File: config.mk
export PLATFORM = sky130hd
export DESIGN_NAME = hazard_control_flat
export DESIGN_NICKNAME = d
export VERILOG_FILES = /design/src/rtl/pipeline_pkg.sv /design/src/rtl/hazard_control_if.sv /design/src/rtl/hz_event_counter.sv /design/src/rtl/hazard_control.sv /design/src/flat_wrapper.sv
export SDC_FILE = /design/constraint.sdc
export NUM_CORES = 1
export LEC_CHECK = 0
export ABC_AREA = 1
export ABC_CLOCK_PERIOD_IN_PS = 2850
export BUFFER_PORTS_ARGS = -buffer_cell sky130_fd_sc_hd__clkbuf_2
export CORE_MARGIN = 2
export CORE_UTILIZATION = 44
export CTS_CLUSTER_SIZE = 10
export DETAILED_ROUTE_END_ITERATION = 10
export PLACE_DENSITY_LB_ADDON = 0.15
export SYNTH_ARGS = -nofsm -noshare
export SYNTH_HDL_FRONTEND = slang
export SYNTH_SLANG_ARGS = --single-unit
File: constraint.sdc
create_clock -name clk -period 2.85 [get_ports clk]
set_input_delay 0.285 -clock clk [delete_from_list [all_inputs] [get_ports clk]]
set_output_delay 0.285 -clock clk [all_outputs]
set_load 0.1 [all_outputs]
File: src/rtl/pipeline_pkg.sv
// Shared types and constants for the pipeline hazard unit.
package pipeline_pkg;

  localparam int REG_ADDR_W = 5;
  localparam logic [REG_ADDR_W-1:0] REG_ZERO = 5'd0;
  localparam int WAIT_CNT_W = 8;
  localparam int PERF_CNT_W = 32;

  typedef enum logic {
    RUN,
    MEM_WAIT
  } hz_state_t;

  // Pipeline control bundle, field order matches the interface outputs.
  typedef struct packed {
    logic pc_wr;
    logic ifid_wr;
    logic ifid_flush;
    logic idex_flush;
    logic pipe_hold;
  } hz_ctrl_t;

endpackage

File: src/rtl/hazard_control_if.sv
// Hazard-unit bundle: ID/EX/MEM hazard sources in, pipeline control out.
interface hazard_control_if;
  import pipeline_pkg::*;

  logic [REG_ADDR_W-1:0] rs1_id;
  logic [REG_ADDR_W-1:0] rs2_id;
  logic [REG_ADDR_W-1:0] RD_ex;
  logic                  DMRd_ex;
  logic                  branch_taken_ex;
  logic                  dm_busy;
  logic                  PCWr;
  logic                  IFIDWr;
  logic                  IFIDFlush;
  logic                  IDEXFlush;
  logic                  PipeHold;
  logic                  mem_timeout;

  // Pipeline side: presents hazard sources, consumes control.
  modport master (
    output rs1_id, rs2_id, RD_ex, DMRd_ex, branch_taken_ex, dm_busy,
    input  PCWr, IFIDWr, IFIDFlush, IDEXFlush, PipeHold, mem_timeout
  );

  // Hazard unit side.
  modport slave (
    input  rs1_id, rs2_id, RD_ex, DMRd_ex, branch_taken_ex, dm_busy,
    output PCWr, IFIDWr, IFIDFlush, IDEXFlush, PipeHold, mem_timeout
  );

endinterface

File: src/rtl/hz_event_counter.sv
// Wrapping event counter with enable and synchronous clear.
module hz_event_counter #(
  parameter int W = 32
) (
  input  logic         clk,
  input  logic         clr,
  input  logic         en,
  output logic [W-1:0] cnt
);

  logic [W-1:0] cnt_q, cnt_d;

  always_comb begin
    cnt_d = cnt_q;
    if (en) cnt_d = cnt_q + W'(1);
  end

  // NOTE: flops use <= so every register samples pre-edge values regardless of block order.
  always_ff @(posedge clk) begin
    if (clr) cnt_q <= '0;
    else     cnt_q <= cnt_d;
  end

  assign cnt = cnt_q;

endmodule

File: src/rtl/hazard_control.sv
// Pipeline hazard unit: memory freeze, branch flush, load-use stall, busy timeout.
// Optional event counters are built when HAZARD_PERF_COUNTERS_EN is defined.
module hazard_control
  import pipeline_pkg::*;
#(
  parameter int TIMEOUT_CYC = 255
) (
  input  logic              clk,
  input  logic              rst,
  hazard_control_if.slave   hz
`ifdef HAZARD_PERF_COUNTERS_EN
  ,
  output logic [PERF_CNT_W-1:0] stall_cnt,
  output logic [PERF_CNT_W-1:0] flush_cnt,
  output logic [PERF_CNT_W-1:0] freeze_cnt
`endif
);

  hz_state_t             state_q, state_d;
  logic [WAIT_CNT_W-1:0] wait_cnt_q, wait_cnt_d;
  logic                  mem_timeout_q, mem_timeout_d;

  logic     freeze_ev, flush_ev, stall_ev, load_use;
  hz_ctrl_t ctrl;

  // Event classification; freeze outranks branch, branch outranks load-use.
  always_comb begin
    load_use  = hz.DMRd_ex && (hz.RD_ex != REG_ZERO) &&
                ((hz.RD_ex == hz.rs1_id) || (hz.RD_ex == hz.rs2_id));
    freeze_ev = hz.dm_busy;
    flush_ev  = !freeze_ev && hz.branch_taken_ex;
    stall_ev  = !freeze_ev && !hz.branch_taken_ex && load_use;
  end

  // NOTE: every output gets a default first so no branch can infer a latch.
  always_comb begin
    ctrl = '{pc_wr: 1'b1, ifid_wr: 1'b1, ifid_flush: 1'b0, idex_flush: 1'b0, pipe_hold: 1'b0};
    if (freeze_ev) begin
      ctrl = '{pc_wr: 1'b0, ifid_wr: 1'b0, ifid_flush: 1'b0, idex_flush: 1'b0, pipe_hold: 1'b1};
    end else if (flush_ev) begin
      ctrl = '{pc_wr: 1'b1, ifid_wr: 1'b1, ifid_flush: 1'b1, idex_flush: 1'b1, pipe_hold: 1'b0};
    end else if (stall_ev) begin
      ctrl = '{pc_wr: 1'b0, ifid_wr: 1'b0, ifid_flush: 1'b0, idex_flush: 1'b1, pipe_hold: 1'b0};
    end
  end

  // Wait-state FSM with saturating busy counter and sticky timeout.
  always_comb begin
    state_d       = state_q;
    wait_cnt_d    = '0;
    mem_timeout_d = mem_timeout_q;
    unique case (state_q)
      RUN:      if (hz.dm_busy)  state_d = MEM_WAIT;
      MEM_WAIT: if (!hz.dm_busy) state_d = RUN;
      default:  state_d = RUN;
    endcase
    if ((state_q == MEM_WAIT) && hz.dm_busy) begin
      wait_cnt_d = (wait_cnt_q == '1) ? wait_cnt_q : wait_cnt_q + WAIT_CNT_W'(1);
      if ({{(32-WAIT_CNT_W){1'b0}}, wait_cnt_d} >= 32'(TIMEOUT_CYC)) mem_timeout_d = 1'b1;
    end
  end

  always_ff @(posedge clk) begin
    if (rst) begin
      state_q       <= RUN;
      wait_cnt_q    <= '0;
      mem_timeout_q <= 1'b0;
    end else begin
      state_q       <= state_d;
      wait_cnt_q    <= wait_cnt_d;
      mem_timeout_q <= mem_timeout_d;
    end
  end

  assign hz.PCWr        = ctrl.pc_wr;
  assign hz.IFIDWr      = ctrl.ifid_wr;
  assign hz.IFIDFlush   = ctrl.ifid_flush;
  assign hz.IDEXFlush   = ctrl.idex_flush;
  assign hz.PipeHold    = ctrl.pipe_hold;
  assign hz.mem_timeout = mem_timeout_q;

`ifdef HAZARD_PERF_COUNTERS_EN
  hz_event_counter #(.W(PERF_CNT_W)) u_stall_cnt (
    .clk (clk), .clr (rst), .en (stall_ev), .cnt (stall_cnt)
  );
  hz_event_counter #(.W(PERF_CNT_W)) u_flush_cnt (
    .clk (clk), .clr (rst), .en (flush_ev), .cnt (flush_cnt)
  );
  hz_event_counter #(.W(PERF_CNT_W)) u_freeze_cnt (
    .clk (clk), .clr (rst), .en (freeze_ev), .cnt (freeze_cnt)
  );
`endif

endmodule

File: src/flat_wrapper.sv
// flat-port wrapper written by rule: the top's interface ports become plain ports
module hazard_control_flat import pipeline_pkg::*;
#(
  parameter int TIMEOUT_CYC = 255
)
  (clk, rst, hz_rs1_id, hz_rs2_id, hz_RD_ex, hz_DMRd_ex, hz_branch_taken_ex, hz_dm_busy, hz_PCWr, hz_IFIDWr, hz_IFIDFlush, hz_IDEXFlush, hz_PipeHold, hz_mem_timeout);
  hazard_control_if hz_i ();
  input  logic clk;
  input  logic rst;
  input wire logic [$bits(hz_i.rs1_id)-1:0] hz_rs1_id;
  input wire logic [$bits(hz_i.rs2_id)-1:0] hz_rs2_id;
  input wire logic [$bits(hz_i.RD_ex)-1:0] hz_RD_ex;
  input wire logic [$bits(hz_i.DMRd_ex)-1:0] hz_DMRd_ex;
  input wire logic [$bits(hz_i.branch_taken_ex)-1:0] hz_branch_taken_ex;
  input wire logic [$bits(hz_i.dm_busy)-1:0] hz_dm_busy;
  output wire logic [$bits(hz_i.PCWr)-1:0] hz_PCWr;
  output wire logic [$bits(hz_i.IFIDWr)-1:0] hz_IFIDWr;
  output wire logic [$bits(hz_i.IFIDFlush)-1:0] hz_IFIDFlush;
  output wire logic [$bits(hz_i.IDEXFlush)-1:0] hz_IDEXFlush;
  output wire logic [$bits(hz_i.PipeHold)-1:0] hz_PipeHold;
  output wire logic [$bits(hz_i.mem_timeout)-1:0] hz_mem_timeout;
  assign hz_i.rs1_id = hz_rs1_id;
  assign hz_i.rs2_id = hz_rs2_id;
  assign hz_i.RD_ex = hz_RD_ex;
  assign hz_i.DMRd_ex = hz_DMRd_ex;
  assign hz_i.branch_taken_ex = hz_branch_taken_ex;
  assign hz_i.dm_busy = hz_dm_busy;
  assign hz_PCWr = hz_i.PCWr;
  assign hz_IFIDWr = hz_i.IFIDWr;
  assign hz_IFIDFlush = hz_i.IFIDFlush;
  assign hz_IDEXFlush = hz_i.IDEXFlush;
  assign hz_PipeHold = hz_i.PipeHold;
  assign hz_mem_timeout = hz_i.mem_timeout;
  hazard_control #(.TIMEOUT_CYC(TIMEOUT_CYC)) u_core (.clk(clk), .rst(rst), .hz(hz_i));
endmodule
==> impl_metrics.csv, run 1 <==
group,metric,value,unit
synthesis,synth_top_area_share,27.5,%
critical_path,critPathLaunch,"hz_RD_ex[1]",
cells_and_area,final_common_cell,"nand2_1",
detailed_routing,firstDrtPassIters,4,
global_routing,grt_usage,17.0,%
detailed_routing,ant_nets,0,
critical_path,r2r_start,"u_core.wait_cnt_q[0]",
outcome,status,"completed",
cells_and_area,multi_input_area,455,um^2
synthesis,synth_area_leaders,"dfxtp_1 27%, nand2_1 15%, inv_1 7.2%, nor2_1 6.7%, xnor2_1 6.0%",
cells_and_area,postLayoutCellArea,890,um^2
placement,io_buffer_count,25,
placement,dpl.hpwl,1180,um
clocking,cts_setup_buffers,0,
cells_and_area,antennaDiodeCount,0,
power_and_ir_drop,p_leak,0.430,nW
min_path,holdCritStartpoint,"rst",
timing,skew,0.000481,ns
placement,dpl_cell_area,853,um^2
critical_path,arrival,1.62,ns
cells_and_area,drive_gt1_share,27.7,%
clocking,cts_hold_buf,0,
clocking,cts.path.max_buffers,2,
global_routing,grt_pass1_wl,2500,um
min_path,hold_depth,2,
min_path,min_to,"u_core.hz.mem_timeout",
clocking,cts_sinks,10,
critical_path,max_stage_delay,0.44,ns
clocking,cts_inserted_buffers,3,
timing,slew_headroom,64.2,%
detailed_routing,route.detailed.drc,0,
synthesis,synth.distinct_cells,23,
placement,dp_slack,0.953,ns
detailed_routing,drtIter0Drc,12,
power_and_ir_drop,p_per_area,383,nW/um^2
synthesis,syn_area_per_cell,6.56,um^2
die,rows,14,
critical_path,cp_slowest_cell,"clkbuf_2",
global_routing,grt_antenna_before_repair,0,
cells_and_area,mostFrequentLayoutCells,"30 x nand2_1, 25 x clkbuf_2, 14 x inv_1, 13 x nor2_1, 10 x dfxtp_1",
critical_path,crit_chain,"clkbuf_2 -> or2_2 -> a21oi_1 -> nand3_1 -> nand2_1 -> a31o_2 -> clkbuf_2",
die,io_pins,26,
critical_path,cp-start-kind,"input port",
synthesis,syn_nets,132,
die,core-area,1520,um^2
clocking,clk_latency,0.26,ns
critical_path,path_common_cell,"clkbuf_2",
timing,hold_viol,0,
clocking,cts_tree,"yes",
cells_and_area,seq_area,200,um^2
synthesis,seq_area_frac_synth,27.5,%
critical_path,crit_fanout,4,
critical_path,cp.required,2.57,ns
synthesis,synth_warnings,0,
timing,worstMarginPinSlew,0.539,ns
timing,setup_tns,0,ns
detailed_routing,wirelength,1330,um
global_routing,gr-total-overflow,0,
placement,gp_congestion,0.767,
power_and_ir_drop,peakVddDrop,0.197,mV
cells_and_area,n_fill_cell,152,
critical_path,worst_r2r_path_depth,10,
die,die_h,44.7,um
run,drv_cap,0,
clocking,ctsResizeCount,0,
clocking,clkTransAtPathRegs,0.07,ns
synthesis,ys_ff_latch,10,
timing,layout_min_cycle_time,1.90,ns
synthesis,syn_area,728,um^2
critical_path,crit_type,"input port to output port",
timing,fin_ws,0.950,ns
critical_path,end_kind,"output port",
die,die_w,44.7,um
timing,post-route-period-util,66.7,%
cells_and_area,fin_nets,159,
global_routing,grt_max_degree,12,
timing,max_freq,526,MHz
clocking,clk_root_buffer_cell,"clkbuf_4",
min_path,hold_class,"input port to flop",
detailed_routing,vias,734,
synthesis,yosysTopAreaCell,"dfxtp_1",
die,initial_core_util,47.8,%
timing,final-setup-viol-count,0,
cells_and_area,syn_to_final_growth,22.2,%
detailed_routing,detail_route.wl_per_cell,8.67,um
critical_path,regToRegEndpoint,"u_core.hz.mem_timeout",
synthesis,netlist_instances,111,
timing,grt_setup_unrepaired,"false",
clocking,htreeDepth,1,
die,dieArea,2000,um^2
timing,finalMaxSlewViolations,0,
detailed_routing,post_drt_via_cell_ratio,4.80,
critical_path,regToRegSetupSlack,1.32,ns
global_routing,first_global_vias,639,
-- metal layers --
metal / part of all wire [%] / global-route usage [%] / vias up
met5: 0 / 0 / -
met4: 2.2 / 9.09 / 0
met3: 5.7 / 2.45 / 5
met2: 48 / 28.4 / 22
met1: 44 / 20.9 / 305
li1: - / - / 402
-- cells in the mapped netlist, drive strengths merged --
| master | n |
|---|---|
| nor3 | 1 |
| dfxtp | 10 |
| o21bai | 1 |
| inv | 14 |
| a21oi | 7 |
| a31oi | 2 |
| o21ai | 2 |
| buf | 3 |
| nand4 | 1 |
| nor3b | 1 |
| or2 | 1 |
| ha | 1 |
| a31o | 1 |
| nand3 | 9 |
| xor2 | 5 |
| nor2 | 15 |
| xnor2 | 5 |
| nand2 | 32 |
-- flip-flops by register name, indices dropped and copies added, names as in the netlist --
signal                 cells
u_core.state_q             1
u_core.wait_cnt_q          8
u_core.hz.mem_timeout      1
-- logic make-up (layout without fill, tap and decap cells) --
kind of cell | after synthesis | after routing | share of synthesized area [%]
and+or+nand+nor | 60 | 60 | 37.3
buffers and inverters | 17 | 43 | 10.8
AOI/OAI and AO/OA | 13 | 13 | 10.7
xor gates and xnor gates | 10 | 10 | 12.0
DFF | 10 | 10 | 27.5
adders and majority gates | 1 | 1 | 1.72
-- cell type report --
| class | instances | share of cell area [%] |
|---|---|---|
| multi-input cells | 84 | 51.2 |
| repair buffers | 25 | 14.1 |
| flip-flops and latches | 10 | 22.5 |
| clock buffers | 4 | 4.08 |
| inverters | 14 | 5.91 |
| well taps | 16 | 2.25 |
-- where the power goes --
group	leakage (nW)	total (W)	switching [W]	internal, W
Combinational	0.328	0.0000732	0.0000496	0.0000236
Sequential	0.0809	0.000141	0.000000610	0.000141
Clock	0.0210	0.000126	0.0000488	0.0000775
-- per-stage QoR --
step / std cells / utilization, % / hold WS [ns] / total power (W)
global placement: 149 / 56.0 / 0.448 / 0.000217
finish: 153 / 58.4 / 0.214 / 0.000341
floorplan: 111 / - / 0.347 / 0.000196
global route: 153 / 58.4 / 0.222 / 0.000355
detailed placement: 149 / 56.0 / 0.454 / 0.000218
CTS: 153 / 58.4 / 0.212 / 0.000344
-- how the worst max path moves through the flow --
stage                    to  slack, ns  cells after the start
6_report       hz_IDEXFlush       0.95                      7
2_1_floorplan  hz_IDEXFlush       0.34                      3
3_3_place_gp   hz_IDEXFlush       0.99                      7
3_5_place_dp   hz_IDEXFlush       0.95                      7
5_1_grt        hz_IDEXFlush       0.88                      7
4_1_cts        hz_IDEXFlush       0.95                      7
-- worst max-delay path: cells and delay by family --
kind,cells,cell delay [ns]
AND/OR/NAND/NOR,3,0.47
buffers and inverters,2,0.55
AO/OA/AOI/OAI,2,0.31
Power figures use the tool's default switching activity.
==> run 2: changes to the inputs <==
--- a/config.mk
+++ b/config.mk
@@ -6,7 +6,7 @@
 export NUM_CORES = 1
 export LEC_CHECK = 0
 export ABC_AREA = 1
-export ABC_CLOCK_PERIOD_IN_PS = 2850
+export ABC_CLOCK_PERIOD_IN_PS = 1800
 export BUFFER_PORTS_ARGS = -buffer_cell sky130_fd_sc_hd__clkbuf_2
 export CORE_MARGIN = 2
 export CORE_UTILIZATION = 44
==> constraint.sdc (replaced) <==
create_clock -name clk -period 1.8 [get_ports clk]
set_input_delay 0.18 -clock clk [delete_from_list [all_inputs] [get_ports clk]]
set_output_delay 0.18 -clock clk [all_outputs]
set_load 0.1 [all_outputs]
==> impl_metrics.csv, run 2 (synthesis results as in run 1) <==
group,metric,value,unit
outcome,status,"completed",
cells_and_area,postLayoutCellArea,907,um^2
min_path,holdCritStartpoint,"rst",
cells_and_area,syn_to_final_growth,24.6,%
detailed_routing,route.detailed.drc,0,
die,core-area,1520,um^2
placement,io_buffer_count,25,
detailed_routing,detail_route.wl_per_cell,9.19,um
detailed_routing,post_drt_via_cell_ratio,4.78,
critical_path,crit_chain,"clkbuf_2 -> or2_2 -> a21oi_1 -> nand3_1 -> nand2_1 -> a31oi_2 -> clkbuf_2",
timing,post-route-period-util,88.6,%
placement,gp_congestion,0.752,
timing,layout_min_cycle_time,1.60,ns
timing,max_freq,627,MHz
global_routing,grt_pass1_wl,2580,um
critical_path,critPathLaunch,"hz_RD_ex[1]",
cells_and_area,seq_area,200,um^2
critical_path,arrival,1.42,ns
run,drv_cap,0,
critical_path,regToRegEndpoint,"u_core.hz.mem_timeout",
global_routing,grt_max_degree,12,
placement,dpl_cell_area,871,um^2
critical_path,cp-start-kind,"input port",
detailed_routing,vias,732,
cells_and_area,drive_gt1_share,28.5,%
power_and_ir_drop,peakVddDrop,0.318,mV
clocking,clk_root_buffer_cell,"clkbuf_4",
clocking,cts_setup_buffers,0,
critical_path,regToRegSetupSlack,0.27,ns
timing,grt_setup_unrepaired,"false",
die,initial_core_util,47.8,%
cells_and_area,instances_no_fill,153,
cells_and_area,max_flop_register,"u_core.wait_cnt_q",
critical_path,end_kind,"output port",
global_routing,grt_usage,17.6,%
timing,worstMarginPinSlew,0.541,ns
timing,hold-worst-slack,0.108,ns
min_path,hold_depth,2,
clocking,cts_hold_buf,0,
detailed_routing,firstDrtPassIters,4,
timing,finalMaxSlewViolations,0,
clocking,ctsResizeCount,0,
detailed_routing,ant_nets,0,
detailed_routing,drtIter0Drc,17,
clocking,cts_sinks,10,
timing,final-setup-viol-count,0,
detailed_routing,wirelength,1410,um
global_routing,grt_antenna_before_repair,0,
die,io_pins,26,
die,rows,14,
critical_path,r2r_start,"u_core.wait_cnt_q[0]",
cells_and_area,largest_reg_flops,8,
clocking,cts_tree,"yes",
cells_and_area,multi_input_area,458,um^2
cells_and_area,antennaDiodeCount,0,
min_path,hold_class,"input port to flop",
power_and_ir_drop,p_per_area,597,nW/um^2
cells_and_area,n_fill_cell,145,
min_path,min_to,"u_core.hz.mem_timeout",
die,dieArea,2000,um^2
critical_path,cp.required,1.62,ns
placement,dpl.hpwl,1220,um
die,die_w,44.7,um
cells_and_area,mostFrequentLayoutCells,"30 x nand2_1, 24 x clkbuf_2, 14 x inv_1, 12 x nor2_1, 10 x dfxtp_1",
die,die_h,44.7,um
cells_and_area,fin_nets,159,
clocking,cts_inserted_buffers,3,
clocking,clkTransAtPathRegs,0.07,ns
critical_path,path_common_cell,"clkbuf_2",
critical_path,cp_slowest_cell,"clkbuf_2",
clocking,clk_latency,0.26,ns
critical_path,crit_fanout,4,
clocking,htreeDepth,1,
critical_path,worst_r2r_path_depth,10,
timing,skew,0.00517,ns
global_routing,first_global_vias,665,
critical_path,max_stage_delay,0.39,ns
placement,dp_cells,149,
power_and_ir_drop,p_leak,0.434,nW
clocking,cts.path.max_buffers,2,
timing,slew_headroom,64.1,%
critical_path,crit_type,"input port to output port",
global_routing,gr-total-overflow,0,
cells_and_area,final_common_cell,"nand2_1",
timing,hold_viol,0,
cells_and_area,post-route-util,59.5,%
==> run 2: area by class of cell <==
type / instances / area share [%]
Multi-Input combinational cell: 84 / 50.5
Sequential cell: 10 / 22.1
Timing Repair Buffer: 25 / 15.4
Inverter: 14 / 5.79
Clock buffer: 4 / 4.00
Tap cell: 16 / 2.21
==> run 2: layer usage <==
| metal | track usage, % | wire (um) | vias to the layer above |
|---|---|---|---|
| li1 | - | - | 403 |
| met1 | 19.2 | 590 | 308 |
| met2 | 31.6 | 715 | 19 |
| met3 | 3.27 | 78 | 2 |
| met4 | 9.09 | 21 | 0 |
| met5 | 0 | 0 | - |
==> run 2: worst max path at each step <==
stage,endpoint,slack (ns),cells past startpoint
floorplan,hz_PCWr,-0.29,4
CTS,hz_PCWr,0.20,7
finish,hz_PCWr,0.20,7
global route,u_core.hz.mem_timeout,0.11,10
global placement,hz_IFIDWr,0.26,7
detailed placement,hz_PCWr,0.21,7
==> run 2: critical path: cells and delay by family <==
kind | cells | cell delay [ns]
AO/OA/AOI/OAI | 2 | 0.26
AND/OR/NAND/NOR | 3 | 0.48
buffers and inverters | 2 | 0.50
==> run 2: power breakdown <==
part	switching, W	leakage (nW)	total, W	internal, W
Sequential	0.000000917	0.0809	0.000224	0.000223
Combinational	0.0000800	0.332	0.000122	0.0000418
Clock	0.0000733	0.0210	0.000196	0.000123
==> run 2: per-stage QoR <==
step | setup slack [ns] | power, W | TNS [ns]
floorplan | -0.294 | 0.000311 | -0.294
global placement | 0.263 | 0.000350 | 0
detailed placement | 0.214 | 0.000352 | 0
CTS | 0.203 | 0.000549 | 0
global route | 0.106 | 0.000572 | 0
finish | 0.205 | 0.000542 | 0
==> run 3: changes to the inputs <==
--- a/config.mk
+++ b/config.mk
@@ -5,7 +5,6 @@
 export SDC_FILE = /design/constraint.sdc
 export NUM_CORES = 1
 export LEC_CHECK = 0
-export ABC_AREA = 1
 export ABC_CLOCK_PERIOD_IN_PS = 1800
 export BUFFER_PORTS_ARGS = -buffer_cell sky130_fd_sc_hd__clkbuf_2
 export CORE_MARGIN = 2
==> impl_metrics.csv, run 3 <==
group,metric,value,unit
global_routing,grt_max_degree,9,
placement,dpl.hpwl,1240,um
synthesis,ys_top_cells_by_count,"11 x xor2_1, 10 x dfxtp_1, 10 x nor2_1, 5 x nand2_1, 5 x nor3_1",
synthesis,yosysTopAreaCell,"dfxtp_1",
timing,hold_viol,0,
placement,io_buffer_count,25,
synthesis,syn_area_per_cell,8.34,um^2
critical_path,cp-start-kind,"input port",
synthesis,ys.flop_type,"dfxtp_1",
critical_path,cp_num_cells,6,
global_routing,grt_usage,19.5,%
clocking,clk_root_buffer_cell,"clkbuf_4",
synthesis,synth_top_area_share,30.0,%
clocking,clk_latency,0.27,ns
timing,max_freq,627,MHz
power_and_ir_drop,netSwitchingPower,0.000170,W
min_path,hold_class,"input port to flop",
power_and_ir_drop,internal_power,0.000400,W
die,initial_core_util,45.9,%
placement,gp_congestion,0.785,
synthesis,syn_area,667,um^2
clocking,cts_tree,"yes",
power_and_ir_drop,clock_power_share,35.8,%
cells_and_area,n_fill_cell,128,
power_and_ir_drop,p_leak,0.397,nW
global_routing,gr-total-overflow,0,
detailed_routing,post_drt_via_cell_ratio,5.50,
critical_path,regToRegSetupSlack,0.23,ns
power_and_ir_drop,pwr-share-comb,25.0,%
global_routing,grt_antenna_before_repair,0,
critical_path,arrival,1.42,ns
timing,layout_min_cycle_time,1.60,ns
critical_path,cp_slowest_cell,"or4_1",
critical_path,crit_fanout,3,
detailed_routing,vias,698,
synthesis,netlist_instances,80,
timing,finalMaxSlewViolations,0,
critical_path,crit_chain,"clkbuf_2 -> or4_1 -> o21ai_1 -> buf_4 -> o31ai_4 -> buf_12",
detailed_routing,ant_nets,0,
detailed_routing,detail_route.wl_per_cell,12.1,um
cells_and_area,seq_area,200,um^2
cells_and_area,final_common_cell,"clkbuf_2",
synthesis,ys_ff_latch,10,
die,rows,14,
placement,dpl_cell_area,895,um^2
run,drv_cap,0,
timing,grt_setup_unrepaired,"false",
synthesis,syn_nets,101,
cells_and_area,fin_nets,133,
synthesis,synth_edf_count,0,
power_and_ir_drop,netSwitchingFraction,29.8,%
placement,dp_slack,0.187,ns
synthesis,synth.distinct_cells,33,
detailed_routing,wirelength,1530,um
timing,worstMarginPinSlew,0.539,ns
clocking,cts_setup_buffers,0,
critical_path,crit_end,"hz_IDEXFlush",
critical_path,worst_r2r_path_depth,5,
cells_and_area,multi_input_area,462,um^2
detailed_routing,firstDrtPassIters,4,
power_and_ir_drop,p_per_area,611,nW/um^2
timing,fin_ws,0.204,ns
die,die_w,42.9,um
synthesis,async_flop_share,0,%
critical_path,max_stage_delay,0.53,ns
critical_path,critPathLaunch,"hz_RD_ex[0]",
critical_path,path_buf_inv,3,
synthesis,seq_area_frac_synth,30.0,%
cells_and_area,antennaDiodeCount,0,
timing,setup_tns,0,ns
cells_and_area,mostFrequentLayoutCells,"22 x clkbuf_2, 11 x xor2_1, 10 x nor2_1, 10 x dfxtp_1, 5 x nor3_1",
critical_path,cp.required,1.62,ns
synthesis,synth_area_leaders,"dfxtp_1 30%, xor2_1 14%, nor2_1 5.6%, nor3_1 3.8%, o31ai_1 3.4%",
detailed_routing,drtIter0Drc,7,
global_routing,first_global_vias,652,
die,dieArea,1840,um^2
die,core-area,1450,um^2
timing,post-route-period-util,88.7,%
critical_path,regToRegEndpoint,"u_core.hz.mem_timeout",
power_and_ir_drop,pwr-share-seq,39.2,%
critical_path,end_kind,"output port",
synthesis,synth.most_common_cell,"xor2_1",
cells_and_area,max_flop_register,"u_core.wait_cnt_q",
cells_and_area,postLayoutCellArea,933,um^2
timing,final-setup-viol-count,0,
outcome,status,"completed",
cells_and_area,syn_to_final_growth,40.0,%
cells_and_area,largest_reg_flops,8,
detailed_routing,route.detailed.drc,0,
clocking,clkTransAtPathRegs,0.07,ns
die,die_h,42.9,um
critical_path,cpLargestDelayFamily,"simple AND/OR/NAND/NOR gates",
clocking,htreeDepth,1,
die,io_pins,26,
critical_path,crit_type,"input port to output port",
power_and_ir_drop,peakVddDrop,0.310,mV
clocking,cts_inserted_buffers,3,
critical_path,r2r_start,"u_core.wait_cnt_q[1]",
synthesis,synth_warnings,0,
timing,slew_headroom,64.2,%
clocking,cts.path.max_buffers,2,
power_and_ir_drop,total_power,0.000570,W
global_routing,grt_pass1_wl,2820,um
timing,skew,0.00318,ns
cells_and_area,drive_gt1_share,36.0,%
clocking,cts_sinks,10,
## run 3: changes by cell type after synthesis, sizes merged, moves of 2 or more
| cell | delta |
|---|---|
| inv | -10 |
| and4 | +2 |
| a31oi | -2 |
| a21oi | -4 |
| xor2 | +6 |
| nor2 | -5 |
| nand3 | -7 |
| o31ai | +3 |
| nand2 | -27 |
| nor3 | +5 |
| xnor2 | -5 |
## run 3: cells by family after synthesis
family / share of synthesized area [%]
AO/OA/AOI/OAI: 21.2
XOR/XNOR: 14.4
adder cells (fa/ha/maj): 1.88
buffers and inverters: 4.50
flip-flops: 30.0
multiplexers: 1.50
AND/OR/NAND/NOR: 26.5
## run 3: final cells by class
| cell class | instances | area share, % |
|---|---|---|
| multi-input cells | 64 | 49.5 |
| flip-flops and latches | 10 | 21.4 |
| repair buffers | 29 | 21.4 |
| clock buffers | 4 | 3.89 |
| well taps | 16 | 2.14 |
| inverters | 4 | 1.61 |
## run 3: metrics by stage
step                hold slack (ns)  utilization [%]  cells
floorplan                     0.247                -     80
global placement              0.380             61.5    123
detailed placement            0.381             61.5    123
CTS                          0.0959             64.0    127
global route                  0.108             64.2    127
finish                       0.0977             64.2    127
## run 3: worst min path at each step
stage	end	slack [ns]	from	depth (start not counted)
after floorplan	u_core.state_q	0.25	rst	1
after global placement	u_core.state_q	0.38	rst	2
after detailed placement	u_core.state_q	0.38	rst	2
after CTS	u_core.state_q	0.1	rst	2
after global routing	u_core.state_q	0.11	rst	2
final	u_core.state_q	0.1	rst	2
## run 3: routing by layer
| layer | global-route usage [%] | vias up | part of all wire [%] |
|---|---|---|---|
| met5 | 0 | - | 0 |
| met4 | 5.45 | 0 | 0.65 |
| met3 | 4.26 | 2 | 7.3 |
| met2 | 33.3 | 27 | 52 |
| met1 | 24.4 | 313 | 40 |
| li1 | - | 356 | - |
## run 3: power by group through the flow
stage	sequential [W]	combinational, W	clock, W
finish	0.000224	0.000142	0.000204
global route	0.000224	0.000153	0.000215
detailed placement	0.000229	0.000143	0
CTS	0.000223	0.000143	0.000208
floorplan	0.000229	0.0000883	0
global placement	0.000229	0.000141	0
## run 3: repair_timing
action | in CTS | in global routing
hold buffers | 0 | 0
setup endpoints to repair | 0 | 1
resized for setup | 0 | 1
